===== src/rtl/piso_stream_ser_pkg.sv =====
// Shared types and constants for the parallel-in/serial-out stream serializer.
// Pulled in by the bit selector and by the top-level controller.
package piso_pkg;

  typedef enum logic {
    ST_IDLE  = 1'b0,
    ST_SHIFT = 1'b1
  } state_t;

  localparam logic ORDER_LSB = 1'b0;
  localparam logic ORDER_MSB = 1'b1;

endpackage


===== src/rtl/piso_stream_ser_if.sv =====
// Load-side and serial-side handshake bundle for piso_stream_ser.
// The master modport is the producer/consumer side; the slave modport is the serializer.
interface piso_stream_ser_if #(
  parameter int WIDTH = 8
);

  logic             ld_valid;
  logic             ld_ready;
  logic [WIDTH-1:0] pa_in;
  logic             msb_first;
  logic             se_ready;
  logic             se_out;
  logic             se_valid;
  logic             se_last;
  logic             busy;

  modport master (
    output ld_valid, pa_in, msb_first, se_ready,
    input  ld_ready, se_out, se_valid, se_last, busy
  );

  modport slave (
    input  ld_valid, pa_in, msb_first, se_ready,
    output ld_ready, se_out, se_valid, se_last, busy
  );

endinterface


===== src/rtl/piso_stream_ser_bit_sel.sv =====
// Combinational bit picker: returns the idx-th bit of word in the requested order.
// Used both for the first bit of a freshly loaded word and for each following bit.
module piso_bit_sel
  import piso_pkg::*;
#(
  parameter int WIDTH = 8,
  parameter int CNT_W = $clog2(WIDTH)
) (
  input  logic [WIDTH-1:0] word,
  input  logic [CNT_W-1:0] idx,
  input  logic             order,
  output logic             bit_out
);

  localparam logic [CNT_W-1:0] LAST_IDX = CNT_W'(WIDTH - 1);

  logic [CNT_W-1:0] pos;

  always_comb begin
    pos     = (order == ORDER_MSB) ? (LAST_IDX - idx) : idx;
    bit_out = word[pos];
  end

endmodule


===== src/rtl/piso_stream_ser.sv =====
// Parallel-in/serial-out serializer with valid/ready on both sides.
// The word is held intact and indexed by a bit counter; the last beat may overlap the next load.
module piso_stream_ser
  import piso_pkg::*;
#(
  parameter  int WIDTH = 8,
  localparam int CNT_W = $clog2(WIDTH)
) (
  input logic             clk,
  input logic             rst,
  piso_stream_ser_if.slave bus
);

  localparam logic [CNT_W-1:0] LAST_IDX = CNT_W'(WIDTH - 1);

  state_t           state_reg, state_next;
  logic [WIDTH-1:0] shift_reg, shift_next;
  logic             order_reg, order_next;
  logic [CNT_W-1:0] cnt_reg, cnt_next;
  logic             se_out_reg, se_out_next;
  logic             se_valid_reg, se_valid_next;
  logic             se_last_reg, se_last_next;

  logic             ld_ready;
  logic             accept;
  logic             first_bit;
  logic             next_bit;
  logic [CNT_W-1:0] cnt_inc;

  // The final bit being consumed frees the word register for a same-cycle reload.
  assign ld_ready = (state_reg == ST_IDLE) || (se_valid_reg && se_last_reg && bus.se_ready);
  assign accept   = bus.ld_valid && ld_ready;
  assign cnt_inc  = cnt_reg + CNT_W'(1);

  piso_bit_sel #(.WIDTH(WIDTH), .CNT_W(CNT_W)) u_first_sel (
    .word    (bus.pa_in),
    .idx     ('0),
    .order   (bus.msb_first),
    .bit_out (first_bit)
  );

  piso_bit_sel #(.WIDTH(WIDTH), .CNT_W(CNT_W)) u_next_sel (
    .word    (shift_reg),
    .idx     (cnt_inc),
    .order   (order_reg),
    .bit_out (next_bit)
  );

  always_comb begin
    state_next    = state_reg;
    shift_next    = shift_reg;
    order_next    = order_reg;
    cnt_next      = cnt_reg;
    se_out_next   = se_out_reg;
    se_valid_next = se_valid_reg;
    se_last_next  = se_last_reg;

    case (state_reg)
      ST_IDLE: begin
        if (accept) begin
          state_next    = ST_SHIFT;
          shift_next    = bus.pa_in;
          order_next    = bus.msb_first;
          cnt_next      = '0;
          se_out_next   = first_bit;
          se_valid_next = 1'b1;
          se_last_next  = 1'b0;
        end
      end
      ST_SHIFT: begin
        if (bus.se_ready) begin
          if (cnt_reg != LAST_IDX) begin
            cnt_next     = cnt_inc;
            se_out_next  = next_bit;
            se_last_next = (cnt_inc == LAST_IDX);
          end else if (accept) begin
            shift_next    = bus.pa_in;
            order_next    = bus.msb_first;
            cnt_next      = '0;
            se_out_next   = first_bit;
            se_valid_next = 1'b1;
            se_last_next  = 1'b0;
          end else begin
            state_next    = ST_IDLE;
            se_out_next   = 1'b0;
            se_valid_next = 1'b0;
            se_last_next  = 1'b0;
          end
        end
      end
      default: state_next = ST_IDLE;
    endcase
  end

  always_ff @(posedge clk or negedge rst) begin
    if (!rst) begin
      state_reg    <= ST_IDLE;
      shift_reg    <= '0;
      order_reg    <= ORDER_LSB;
      cnt_reg      <= '0;
      se_out_reg   <= 1'b0;
      se_valid_reg <= 1'b0;
      se_last_reg  <= 1'b0;
    end else begin
      state_reg    <= state_next;
      shift_reg    <= shift_next;
      order_reg    <= order_next;
      cnt_reg      <= cnt_next;
      se_out_reg   <= se_out_next;
      se_valid_reg <= se_valid_next;
      se_last_reg  <= se_last_next;
    end
  end

  assign bus.ld_ready = ld_ready;
  assign bus.se_out   = se_out_reg;
  assign bus.se_valid = se_valid_reg;
  assign bus.se_last  = se_last_reg;
  assign bus.busy     = (state_reg == ST_SHIFT);

endmodule

===== src/flat_wrapper.sv =====
// flat-port wrapper written by rule: the top's interface ports become plain ports
module piso_stream_ser_flat import piso_pkg::*;
#(
  parameter  int WIDTH = 8,
  localparam int CNT_W = $clog2(WIDTH)
)
  (clk, rst, bus_ld_valid, bus_pa_in, bus_msb_first, bus_se_ready, bus_ld_ready, bus_se_out, bus_se_valid, bus_se_last, bus_busy);
  piso_stream_ser_if #(.WIDTH(WIDTH)) bus_i ();
  input logic clk;
  input logic rst;
  input wire logic [$bits(bus_i.ld_valid)-1:0] bus_ld_valid;
  input wire logic [$bits(bus_i.pa_in)-1:0] bus_pa_in;
  input wire logic [$bits(bus_i.msb_first)-1:0] bus_msb_first;
  input wire logic [$bits(bus_i.se_ready)-1:0] bus_se_ready;
  output wire logic [$bits(bus_i.ld_ready)-1:0] bus_ld_ready;
  output wire logic [$bits(bus_i.se_out)-1:0] bus_se_out;
  output wire logic [$bits(bus_i.se_valid)-1:0] bus_se_valid;
  output wire logic [$bits(bus_i.se_last)-1:0] bus_se_last;
  output wire logic [$bits(bus_i.busy)-1:0] bus_busy;
  assign bus_i.ld_valid = bus_ld_valid;
  assign bus_i.pa_in = bus_pa_in;
  assign bus_i.msb_first = bus_msb_first;
  assign bus_i.se_ready = bus_se_ready;
  assign bus_ld_ready = bus_i.ld_ready;
  assign bus_se_out = bus_i.se_out;
  assign bus_se_valid = bus_i.se_valid;
  assign bus_se_last = bus_i.se_last;
  assign bus_busy = bus_i.busy;
  piso_stream_ser #(.WIDTH(WIDTH)) u_core (.clk(clk), .rst(rst), .bus(bus_i));
endmodule

===== config.mk =====
export PLATFORM = sky130hd
export DESIGN_NAME = piso_stream_ser_flat
export DESIGN_NICKNAME = d
export VERILOG_FILES = /design/src/rtl/piso_stream_ser_pkg.sv /design/src/rtl/piso_stream_ser_if.sv /design/src/rtl/piso_stream_ser_bit_sel.sv /design/src/rtl/piso_stream_ser.sv /design/src/flat_wrapper.sv
export SDC_FILE = /design/constraint.sdc
export NUM_CORES = 1
export LEC_CHECK = 0
export ABC_CLOCK_PERIOD_IN_PS = 3200
export CORE_MARGIN = 4
export CORE_UTILIZATION = 52
export DETAILED_ROUTE_END_ITERATION = 8
export GPL_TIMING_DRIVEN = 0
export PLACE_DENSITY = 0.85
export REMOVE_ABC_BUFFERS = 1
export SYNTH_ARGS = -nofsm -noshare
export SYNTH_HDL_FRONTEND = slang
export SYNTH_HIERARCHICAL = 1
export SYNTH_SLANG_ARGS = --single-unit

===== constraint.sdc =====
create_clock -name clk -period 3.2 [get_ports clk]
set_clock_uncertainty 0.15 [all_clocks]
set_input_delay 0.64 -clock clk [delete_from_list [all_inputs] [get_ports clk]]
set_output_delay 0.64 -clock clk [all_outputs]
set_load 0.005 [all_outputs]

Word level (Yosys, flattened, before mapping)
Index checks and enable logic that the tools add are counted.
{ "word_totals": {"regBits": 16, "inputBits": 13, "output_inout_bits": 5, "elab_cells": 59} }
{ "classes": {"addsub": 2, "magnitude_cmp": 2, "n_eq_ne": 5, "mux": 35, "bitwise_logic": 1, "n_reduce_logical": 7} }
{ "ops": {"columns": ["op", "count"], "rows": [
  ["8-bit two-way mux", 3],
  ["1-bit two-way mux", 18],
  ["8-bit one-hot mux with 2 select lines", 1],
  ["3-bit two-way mux", 5],
  ["1-bit one-hot mux with 2 select lines", 5],
  ["3-bit by 4-bit < comparator with 1-bit output (second input constant)", 2],
  ["1-bit binary-select mux with 3-bit select", 2],
  ["3-bit one-hot mux with 2 select lines", 1],
  ["2-bit inequality test (second input constant)", 2],
  ["2-bit AND reduction", 2],
  ["3-bit by 1-bit adder with 3-bit output (second input constant)", 1],
  ["3-bit == test (second input constant)", 1],
  ["1-bit logical AND", 3],
  ["3-bit inequality test (second input constant)", 1],
  ["3-bit AND reduction", 1],
  ["3-bit subtractor (first input constant)", 1],
  ["2-bit by 1-bit inequality test with 1-bit output (second input constant)", 1],
  ["1-bit logical OR", 1],
  ["1-bit inverter", 1]
]} }

Depth between registers and ports, before layout
Gate-level depths: netlist of the first run.
{ "logic_depth": {"word_depth": 8, "mapped_depth": 8, "ltp_nobuf": 8} }

By module
The synthesis of the first run kept the hierarchy.
{ "by_module_without_submodules": {"columns": ["mod", "instances", "cells_per_inst", "area_per_inst_um2", "seq_area_each_um2"], "rows": [
  ["piso_stream_ser", 1, 72, 847.1, 400.4],
  ["piso_bit_sel", 2, 7, 135.1, 0.0]
]} }

Worst setup path after synthesis of the first run
No wires, ideal clock.
{ "synth_timing": {"path_type": "reg2reg", "start": "reg u_core.cnt_reg[1]", "end": "reg u_core.se_out_reg, in the netlist u_core/bus.se_out", "setup_time_ps": 131, "arrival_ps": 2128, "required_ps": 2919, "slack_ps": 791, "stages_incl_launch_ff": 8, "path_buffers": 0, "synth_period_minus_slack_ps": 2409, "cell_sequence": "dfrtp_1 -> ha_1 -> ha_1 -> mux4_1 -> mux2i_1 -> mux2i_1 -> nor4b_1 -> or3_1"} }
{ "synth_via": {"elab_chain_cells": 8, "word_cells_on_any_way": 9, "classes_between": "add/sub: 2; eq/ne: 1; mux: 6"} }
{ "synth_lines": {"columns": ["item", "line_no", "rtl"], "rows": [
  ["start: declaration", "piso_stream_ser.sv:19", "logic [CNT_W-1:0] cnt_reg, cnt_next;"],
  ["start signal: assignment", "piso_stream_ser.sv:108", "cnt_reg <= cnt_next;"],
  ["3-bit by 1-bit adder with 3-bit output (*)", "piso_stream_ser.sv:33", "assign cnt_inc = cnt_reg + CNT_W'(1);"],
  ["net u_core.cnt_inc[2]", "piso_stream_ser.sv:28", "logic [CNT_W-1:0] cnt_inc;"],
  ["3-bit subtractor", "piso_stream_ser_bit_sel.sv:20", "pos = (order == ORDER_MSB) ? (LAST_IDX - idx) : idx;"],
  ["3-bit two-way mux (*)", "piso_stream_ser_bit_sel.sv:20", null],
  ["1-bit binary-select mux with 3-bit select (*)", "piso_stream_ser_bit_sel.sv:21", "bit_out = word[pos];"],
  ["1-bit two-way mux (implied by the code) (*)", "piso_stream_ser_bit_sel.sv:21", null],
  ["net u_core.next_bit", "piso_stream_ser.sv:27", "logic next_bit;"],
  ["1-bit two-way mux (*)", "piso_stream_ser.sv:72", "if (cnt_reg != LAST_IDX) begin"],
  ["1-bit two-way mux (*)", "piso_stream_ser.sv:71", "if (bus.se_ready) begin"],
  ["1-bit one-hot mux with 2 select lines (*)", "piso_stream_ser.sv:58", "case (state_reg)"],
  ["end signal: assignment", "piso_stream_ser.sv:109", "se_out_reg <= se_out_next;"],
  ["end: declaration", "piso_stream_ser.sv:20", "logic se_out_reg, se_out_next;"]
]} }
The timed path passes the listed nets; every way through them passes the cells marked *. The select of a mux whose other input is x is not followed.
A chain may end at the register's enable or synchronous reset.

Worst setup path in the final report of the first run
{ "layout_timing": {"start": "in bus_se_ready", "end": "out bus_ld_ready"} }
{ "layout_via": {"elab_chain_cells": 2} }
{ "layout_lines": {"columns": ["item", "line_no", "rtl"], "rows": [
  ["start: declaration", "flat_wrapper.sv:14", "input wire logic [$bits(bus_i.se_ready)-1:0] bus_se_ready;"],
  ["1-bit logical AND", "piso_stream_ser.sv:31", "assign ld_ready = (state_reg == ST_IDLE) || (se_valid_reg && se_last_reg && bus.se_ready);"],
  ["1-bit logical OR", "piso_stream_ser.sv:31", null],
  ["end: declaration", "flat_wrapper.sv:15", "output wire logic [$bits(bus_i.ld_ready)-1:0] bus_ld_ready;"]
]} }
No other way between the ends.

==> results of run 1 <==
-- per-stage QoR --
stage,cells,setup WS (ps),util
after floorplan,90,788,-
after CTS,138,400,0.679
after global routing,138,302,0.679
after detailed placement,134,402,0.661
after global placement,134,416,0.661
final,138,404,0.679
-- worst reg2reg max path, cell delays in order, from the launching register on --
cell and delay (ps):
dfrtp_1 430, ha_1 200, ha_1 400, mux4_1 580
mux2i_1 150, mux2i_1 90, nor4b_1 140, or3_1 340
-- final cells by class --
class | count | area [µm²]
Timing Repair Buffer | 17 | 170
Fill cell | 154 | 643
Tap cell | 27 | 33.8
Clock buffer | 4 | 36.3
Inverter | 6 | 22.5
Multi-Input combinational cell | 68 | 696
Sequential cell | 16 | 400
-- per-layer routing --
layer  share of wire  routed length, µm  GRT usage
met5               0                  0          0
met4           0.033                 72     0.0830
met1            0.41                898      0.209
met2            0.51               1120      0.281
met3           0.048                106     0.0490
-- placed cells by master, fill, tap and decap left out, types with 2 or more instances in the layout --
cell,instances
conb_1,9
clkbuf_4,3
o21ai_0,2
nand2b_1,2
o22ai_1,2
dfrtp_1,16
nor2_1,2
mux2_4,9
a21oi_1,2
a32o_1,2
nand2_1,6
clkdlybuf4s50_1,17
ha_1,3
nand3b_1,3
mux2i_1,7
inv_1,6
mux4_1,8
-- kinds of logic (layout without fill, tap and decap cells) --
family / Yosys count / count (layout)
multiplexers: 24 / 24
AND/OR/NAND/NOR: 20 / 20
flip-flops: 16 / 16
AO/OA/AOI/OAI: 11 / 11
buffers and inverters: 10 / 27
adder cells (fa/ha/maj): 3 / 3
other: 1 / 9
XOR/XNOR: 1 / 1
-- worst paths after layout --
kind                                     startpoint                   to  slack (ps)  cells after the start
worst max-delay path                   bus_se_ready         bus_ld_ready         400                      4
max in group asynchronous                       rst  u_core/shift_reg[6]        1820                      1
worst min-delay path            u_core/shift_reg[0]  u_core/shift_reg[0]         400                      1
worst min register to register  u_core/shift_reg[0]  u_core/shift_reg[0]         400                      1
min in group asynchronous                       rst  u_core/bus.se_valid         610                      1
worst max register to register    u_core/cnt_reg[1]    u_core/bus.se_out         620                      7
-- power breakdown --
| group | leakage, nW | switching, mW | internal (mW) |
|---|---|---|---|
| Clock | 0.0210 | 0.0676 | 0.0695 |
| Sequential | 0.189 | 0.105 | 0.302 |
| Combinational | 0.419 | 0.223 | 0.383 |
| Total | 0.629 | 0.396 | 0.754 |
==> out/qor.csv, run 1 <==
stage,metric,value,unit
status,outcome,"complete, no violations",
hold_path,worstHoldPathType,flip-flop to flip-flop,
global_route,grt_max_degree,17,
die,core_area,0.00200,mm²
cts,cts_resized,0,
synth,synth-simple-area-share,0.109,
synth,synthTopCellsByCount,"dfrtp_1 (16), mux2_4 (9), mux4_1 (8)",
sta,slew_viol_final,0,
cts,postCtsHoldBufs,0,
cts,h-tree-depth,1,
synth,synth-edff-count,0,
power,ir_drop,0.000504,V
die,die_area,0.00295,mm²
die,dieWidth,54.4,µm
critical_path,timing.critical_path.max_delay_family,buffers and inverters,
critical_path,path_common_cell,clkdlybuf4s50_1,
sta,relSlewSlack,0.459,
die,fp.dieH,54.4,µm
cts,clock_latency,300,ps
route,ant_nets,0,
synth,synth-seq-cells,16,
die,start_util,0.558,
synth,syn_inst,86,
cts,post_cts_buffers,0,
synth,yosys.area.top_type,dfrtp_1,
route,vias,815,
die,pin_count,18,
die,rows,16,
global_route,antenna_found_initial,0,
sta,tightest_slew,807,ps
route,drc,0,
synth,yosys_warnings,6,
sta,final.min_clock_period,2800,ps
cells_and_area,syn_to_final_growth,21.6,%
sta,min_period_over_period,0.874,
critical_path,cpMaxStageDelayCell,clkdlybuf4s50_1,
power,total_power,1.15,mW
power,power_leakage,0.629,nW
route,wl_per_cell,15.9,µm
synth,synth_area_leaders,"dfrtp_1 (36%), mux4_1 (19%), mux2_4 (12%)",
cts,cts_sinks,16,
critical_path,start_kind,primary input,
critical_path,endpoint_kind,primary output,
global_route,grt_pass1_wl,3510,µm
placement,hpwl,1690,µm
cts,cts_root_buf,clkbuf_4,
cts,cts_tree,done,
cts,clk_pin_slew,100,ps
sta,fin_setup_tns,0,ps
synth,synthXorXnorAreaFrac,0.00784,
global_route,track_usage,0.173,
synth,synth_top_family_by_area,multiplexers,
critical_path,required,2410,ps
sta,rsz0062_at_grt,false,
synth,synthAdderAreaFrac,0.0336,
critical_path,crit_buf_inv,2,
global_route,grt_pass1_vias,799,
critical_path,arrival,2010,ps
synth,netlist_area,0.00112,mm²
cts,clockBufferDepth,2,
cells_and_area,fin_area,0.00136,mm²
cells_and_area,nets,128,
critical_path,path_cells,clkdlybuf4s50_1 -> nand3_1 -> nand2_1 -> clkdlybuf4s50_1,
critical_path,path_class,primary input to primary output,
placement,gp_congestion,0.729,
synth,synth.area.mux_share,0.372,
synth,yosysMostFrequentCell,dfrtp_1,
critical_path,max_stage_delay,670,ps
cells_and_area,largest_reg_flops,8,
synth,synth_compound_area_frac,0.0705,
placement,io_buffers,17,
power,powerDensity,846,mW/mm²
route,post_drt_via_cell_ratio,5.91,
cells_and_area,drive_gt1_frac,0.144,
synth,syn-mean-instance-area,13.0,µm²
synth,seq_area_frac_synth,0.358,
sta,timing.fmax,358,MHz
route,wl,2200,µm
global_route,grt.overflow.total,0,
placement,placed_area,0.00132,mm²
cells_and_area,n_antenna_cell,0,
sta,finalSetupViolations,0,
route,drt_pass1_iterations,5,
synth,synth.distinct_cells,29,
synth,async_flop_share,1.00,
cts,numCtsBuffers,3,
route,drt_iter0_markers,19,
job,cap_violations,0,
critical_path,cp_max_fo,11,
synth,synthFlopType,dfrtp_1,
sta,finalHoldViolations,0,
sta,hold_ws,398,ps
synth,yosys.area.top_type_share,0.358,
No activity file was read; power rests on OpenSTA's default activity.
==> run 2, diff against run 1 <==
--- a/config.mk
+++ b/config.mk
@@ -6,12 +6,10 @@
 export NUM_CORES = 1
 export LEC_CHECK = 0
 export ABC_CLOCK_PERIOD_IN_PS = 3200
-export CORE_MARGIN = 4
 export CORE_UTILIZATION = 52
 export DETAILED_ROUTE_END_ITERATION = 8
 export GPL_TIMING_DRIVEN = 0
 export PLACE_DENSITY = 0.85
-export REMOVE_ABC_BUFFERS = 1
 export SYNTH_ARGS = -nofsm -noshare
 export SYNTH_HDL_FRONTEND = slang
 export SYNTH_HIERARCHICAL = 1
==> out/qor.csv, run 2 (synthesis results as in run 1) <==
stage,metric,value,unit,change
status,outcome,"complete, no violations",,unchanged
global_route,track_usage,0.211,,was 0.173
cts,cts_root_buf,clkbuf_4,,unchanged
hold_path,hold_start,u_core/shift_reg[4],,was u_core/shift_reg[0]
cts,numCtsBuffers,3,,unchanged
sta,relSlewSlack,0.527,,was 0.459
cts,h-tree-depth,1,,unchanged
route,wl_per_cell,15.4,µm,was 15.9 µm
critical_path,r2r_slack,580,ps,was 620 ps
cells_and_area,drive_gt1_frac,0.174,,was 0.144
placement,gp_congestion,0.867,,was 0.729
global_route,grt_use_met1,0.261,,was 0.209
power,internal_power,767,µW,was 754 µW
critical_path,cpMaxStageDelayCell,clkdlybuf4s50_1,,unchanged
sta,finalSetupViolations,0,,unchanged
cells_and_area,nets,132,,was 128
critical_path,required,2410,ps,about the same
global_route,antenna_found_initial,0,,unchanged
critical_path,r2r_end,u_core/bus.se_out,,unchanged
cts,clock_latency,290,ps,was 300 ps
sta,timing.fmax,358,MHz,about the same
route,vias,785,,was 815
cells_and_area,postLayoutCoreUtil,0.700,,was 0.679
route,wl,2180,µm,was 2200 µm
power,p_comb_frac,0.547,,was 0.527
power,power_leakage,0.647,nW,was 0.629 nW
sta,tightest_slew,707,ps,was 807 ps
cells_and_area,most-common-layout-cells,"clkdlybuf4s50_1 (17), dfrtp_1 (16), mux2_4 (9), conb_1 (9), mux4_1 (8)",,unchanged
cts,postCtsHoldBufs,0,,unchanged
critical_path,timing.rr.start,u_core/cnt_reg[1],,unchanged
sta,fin_setup_tns,0,ps,unchanged
hold_path,worstHoldPathType,flip-flop to flip-flop,,unchanged
global_route,grt_max_degree,17,,unchanged
power,powerDensity,840,mW/mm²,was 846 mW/mm²
critical_path,endpoint_kind,primary output,,unchanged
critical_path,cp_max_fo,10,,was 11
cts,post_cts_buffers,0,,unchanged
power,ir_drop,0.000526,V,was 0.000504 V
route,post_drt_via_cell_ratio,5.53,,was 5.91
power,pwr-share-clk,0.114,,was 0.119
global_route,busiest_layer,met2,,unchanged
cts,cts_sinks,16,,unchanged
power,p_switching,399,µW,was 396 µW
critical_path,path_class,primary input to primary output,,unchanged
die,core_area,0.00198,mm²,was 0.00200 mm²
cells_and_area,final_common_cell,clkdlybuf4s50_1,,unchanged
die,pin_count,18,,unchanged
cells_and_area,syn_to_final_growth,24.2,%,was 21.6%
critical_path,path_cells,clkdlybuf4s50_1 -> buf_2 -> nand3_1 -> nand2_1 -> clkdlybuf4s50_1,,was clkdlybuf4s50_1 -> nand3_1 -> nand2_1 -> clkdlybuf4s50_1
route,drc,0,,unchanged
die,dieWidth,48.4,µm,was 54.4 µm
critical_path,max_stage_delay,490,ps,was 670 ps
sta,finalHoldViolations,0,,unchanged
cells_and_area,n_antenna_cell,0,,unchanged
route,drt_iter0_markers,6,,was 19
placement,io_buffers,17,,unchanged
hold_path,holdPathEnd,u_core/shift_reg[4],,was u_core/shift_reg[0]
route,ant_nets,0,,unchanged
global_route,grt_pass1_vias,818,,was 799
power,switching_share,0.342,,was 0.344
cts,cts_tree,done,,unchanged
sta,min_period_over_period,0.873,,was 0.874
die,rows,16,,unchanged
die,die_area,0.00234,mm²,was 0.00295 mm²
placement,hpwl,1680,µm,was 1690 µm
sta,hold_ws,395,ps,was 398 ps
sta,rsz0062_at_grt,false,,unchanged
sta,final.min_clock_period,2790,ps,was 2800 ps
global_route,grt_pass1_wl,3720,µm,was 3510 µm
global_route,met3_usage,0.0597,,was 0.0490
cts,cts_resized,0,,unchanged
critical_path,path_common_cell,clkdlybuf4s50_1,,unchanged
sta,slew_viol_final,0,,unchanged
route,drt_pass1_iterations,3,,was 5
job,cap_violations,0,,unchanged
hold_path,whs_path_depth,1,,unchanged
die,fp.dieH,48.4,µm,was 54.4 µm
cts,clk_pin_slew,90,ps,was 100 ps
die,start_util,0.564,,was 0.558
cts,clockBufferDepth,2,,unchanged
global_route,grt.overflow.total,0,,unchanged
cells_and_area,largest_reg_flops,8,,unchanged
global_route,met2_usage,0.373,,was 0.281
critical_path,arrival,2000,ps,was 2010 ps
power,seqPwrFrac,0.339,,was 0.354
critical_path,start_kind,primary input,,unchanged
critical_path,ff2ff_path_depth,7,,unchanged
[run 2: cell types whose count changed in the layout (fill, tap and decap cells not counted)]
cell / before / now
buf_4: 0 / 1
buf_2: 0 / 2
buf_6: 0 / 1
[run 2: layout make-up]
| cell class | count | area [µm²] |
|---|---|---|
| buffer | 4 | 28.8 |
| clock buffer | 4 | 36.3 |
| fill | 142 | 594 |
| inverter | 6 | 22.5 |
| multi-input combinational | 68 | 696 |
| sequential | 16 | 400 |
| tap | 27 | 33.8 |
| timing repair buffer | 17 | 170 |
[run 2: critical path, delay by kind of cell]
| kind | cells | cell delay (ps) |
|---|---|---|
| buffers and inverters | 3 | 1180 |
| and+or+nand+nor | 2 | 180 |
[run 2: how the worst max path moves through the flow]
stage / endpoint / slack [ps] / startpoint
4_1_cts: bus_ld_ready / 410 / bus_se_ready
2_1_floorplan: u_core/bus.se_out / 790 / u_core/cnt_reg[1]
3_5_place_dp: bus_ld_ready / 410 / bus_se_ready
5_1_grt: bus_ld_ready / 330 / bus_se_ready
6_report: bus_ld_ready / 410 / bus_se_ready
3_3_place_gp: bus_ld_ready / 430 / bus_se_ready
[run 2: per-layer routing]
layer / share of wire / up-vias
met2: 0.50 / 12
li1: - / 380
met1: 0.46 / 391
met4: 0.0055 / 0
met3: 0.034 / 2
met5: 0 / -
[run 2: power by group through the flow]
stage / sequential (mW) / combinational [mW] / clock [mW]
6_report: 0.395 / 0.638 / 0.133
5_1_grt: 0.409 / 0.702 / 0.147
4_1_cts: 0.394 / 0.644 / 0.137
3_5_place_dp: 0.399 / 0.640 / 0
3_3_place_gp: 0.385 / 0.608 / 0
2_1_floorplan: 0.369 / 0.479 / 0
[run 2: metrics by stage]
step	setup slack, ps	instance area [µm²]	power (mW)	std cells
finish	406	1390	1.17	142
global route	325	1390	1.26	142
CTS	407	1390	1.18	142
detailed placement	409	1350	1.04	138
global placement	435	1350	0.992	138
floorplan	791	1150	0.849	94
==> run 3, diff against run 2 <==
--- a/config.mk
+++ b/config.mk
@@ -8,6 +8,7 @@
 export ABC_CLOCK_PERIOD_IN_PS = 3200
 export CORE_UTILIZATION = 52
 export DETAILED_ROUTE_END_ITERATION = 8
+export GPL_ROUTABILITY_DRIVEN = 0
 export GPL_TIMING_DRIVEN = 0
 export PLACE_DENSITY = 0.85
 export SYNTH_ARGS = -nofsm -noshare
==> results of run 3 <==
Same layout as run 2: the final DEF is identical, and so are final timing and power.
==> variant: new RTL, flow settings as in run 2 <==
`WIDTH` is set to 8 in 4 places; all go to 4.
--- a/src/rtl/piso_stream_ser_if.sv
+++ b/src/rtl/piso_stream_ser_if.sv
@@ -2,5 +2,5 @@
 // The master modport is the producer/consumer side; the slave modport is the serializer.
 interface piso_stream_ser_if #(
-  parameter int WIDTH = 8
+  parameter int WIDTH = 4
 );
 
--- a/src/rtl/piso_stream_ser_bit_sel.sv
+++ b/src/rtl/piso_stream_ser_bit_sel.sv
@@ -4,5 +4,5 @@
   import piso_pkg::*;
 #(
-  parameter int WIDTH = 8,
+  parameter int WIDTH = 4,
   parameter int CNT_W = $clog2(WIDTH)
 ) (
--- a/src/rtl/piso_stream_ser.sv
+++ b/src/rtl/piso_stream_ser.sv
@@ -4,5 +4,5 @@
   import piso_pkg::*;
 #(
-  parameter  int WIDTH = 8,
+  parameter  int WIDTH = 4,
   localparam int CNT_W = $clog2(WIDTH)
 ) (
--- a/src/flat_wrapper.sv
+++ b/src/flat_wrapper.sv
@@ -2,5 +2,5 @@
 module piso_stream_ser_flat import piso_pkg::*;
 #(
-  parameter  int WIDTH = 8,
+  parameter  int WIDTH = 4,
   localparam int CNT_W = $clog2(WIDTH)
 )
Interface: changed (resized bus_pa_in); port bits go from 18 to 14. No check against the original RTL was run, so the function may have changed too.
==> variant against run 2 <==
- final area shrank 28%
- sequential cell count shrank 5
- fmax grew 18%
- via count shrank 18%
- critical path depth grew 3
- setup slack gained 0.43 ns
- power shrank 31%
- non-clock buffer count shrank 7
- area after synthesis shrank 27%
- core utilization grew 2.4 points
- wire length shrank 29%
- final cell count shrank 15%
- critical path type is now reg2reg
- critical endpoint is now u_core/bus.se_out
- largest cell class unchanged
- highest routed layer is now met3
==> variant: results (changes against run 2) <==
- Outcome: completed (unchanged)
- Area fraction in compound gates after synthesis: 16.3% (was 7.05%)
- M1 GR Usage: 25.0% (was 26.1%)
- Post-synthesis mux area share: 19.6% (was 37.2%)
- Synth Area in XOR/XNOR: 3.99% (was 0.784%)
- Placer congestion estimate: 0.723 (was 0.867)
- Combinational share of power: 54.8% (was 54.7%)
- Reg clk slew, reported paths: 0.07 ns (was 0.09 ns)
- Worst-Skew Late Latency: 0.26 ns (was 0.29 ns)
- Pre-CTS WS: 0.818 ns (was 0.409 ns)
- Peak supply drop: 0.000449 V (was 0.000526 V)
- Data arrival, critical path: 2.37 ns (was 2.00 ns)
- Synth top cells by count: dfrtp_1 (11), mux2_2 (8), nand2_1 (8) (was dfrtp_1 (16), mux2_4 (9), mux4_1 (8))
- Largest net degree at the start of global routing: 12 (was 17)
- IO Port Bufs: 11 (was 17)
- Sw frac: 38.5% (was 34.2%)
- Met2 WL: 789 um (was 1.09 mm)
- Sequential share of the synthesized area: 33.7% (was 35.8%)
- Vias in the first global route: 636 (was 818)
- Critical Path Max Stage Delay: 0.42 ns (was 0.49 ns)
- Fill cells: 109 (was 142)
- Worst slew margin: 65.3% (was 52.7%)
- Met3 wire length: 61 um (was 75 um)
- Top Layer Used: met3 (was met4)
- Post-Synth Adder-Cell Area: 3.07% (was 3.36%)
- First-pass GRT wire length: 2.73 mm (was 3.72 mm)
==> variant: cell types whose count changed after synthesis, moves of 3 or more <==
cell	before	now
mux4_1	8	0
o21ai_0	2	6
dfrtp_1	16	11
mux2_2	0	8
nor2_1	2	5
nand3b_1	3	0
mux2_4	9	0
==> variant: area by class of cell <==
cell class / count / area [um^2] / share of cell area [%]
timing repair buffer: 11 / 110 / 11.0
tap: 15 / 18.8 / 1.88
buffer: 3 / 23.8 / 2.38
inverter: 4 / 15.0 / 1.50
multi-input combinational: 72 / 532 / 53.1
sequential: 11 / 275 / 27.5
clock buffer: 4 / 26.3 / 2.63
==> variant: through the flow <==
step / instances / total power, W / instance area [um^2]
2_1_floorplan: 90 / 0.000584 / 846
3_3_place_gp: 116 / 0.000682 / 975
3_5_place_dp: 116 / 0.000709 / 975
4_1_cts: 120 / 0.000809 / 1000
5_1_grt: 120 / 0.000866 / 1000
6_report: 120 / 0.000806 / 1000
==> variant: worst paths after layout <==
kind,start,endpoint,slack [ns],cells after the start
min in group asynchronous,rst,u_core/shift_reg[3],0.57,1
hold / removal,u_core/shift_reg[0],u_core/shift_reg[0],0.38,1
hold reg to reg,u_core/shift_reg[0],u_core/shift_reg[0],0.38,1
setup reg to reg,u_core/cnt_reg[0],u_core/bus.se_out,0.84,8
max in group asynchronous,rst,u_core/bus.se_valid,1.99,1
setup / recovery,u_core/cnt_reg[0],u_core/bus.se_out,0.84,8
==> variant: logic make-up (layout without fill, tap and decap cells) <==
logic type,count (synthesis),after routing
adders and majority gates,2,2
DFF,11,11
AOI/OAI and AO/OA,19,19
and+or+nand+nor,25,25
buffers and inverters,7,22
muxes,15,15
other,1,9
xor gates and xnor gates,2,2
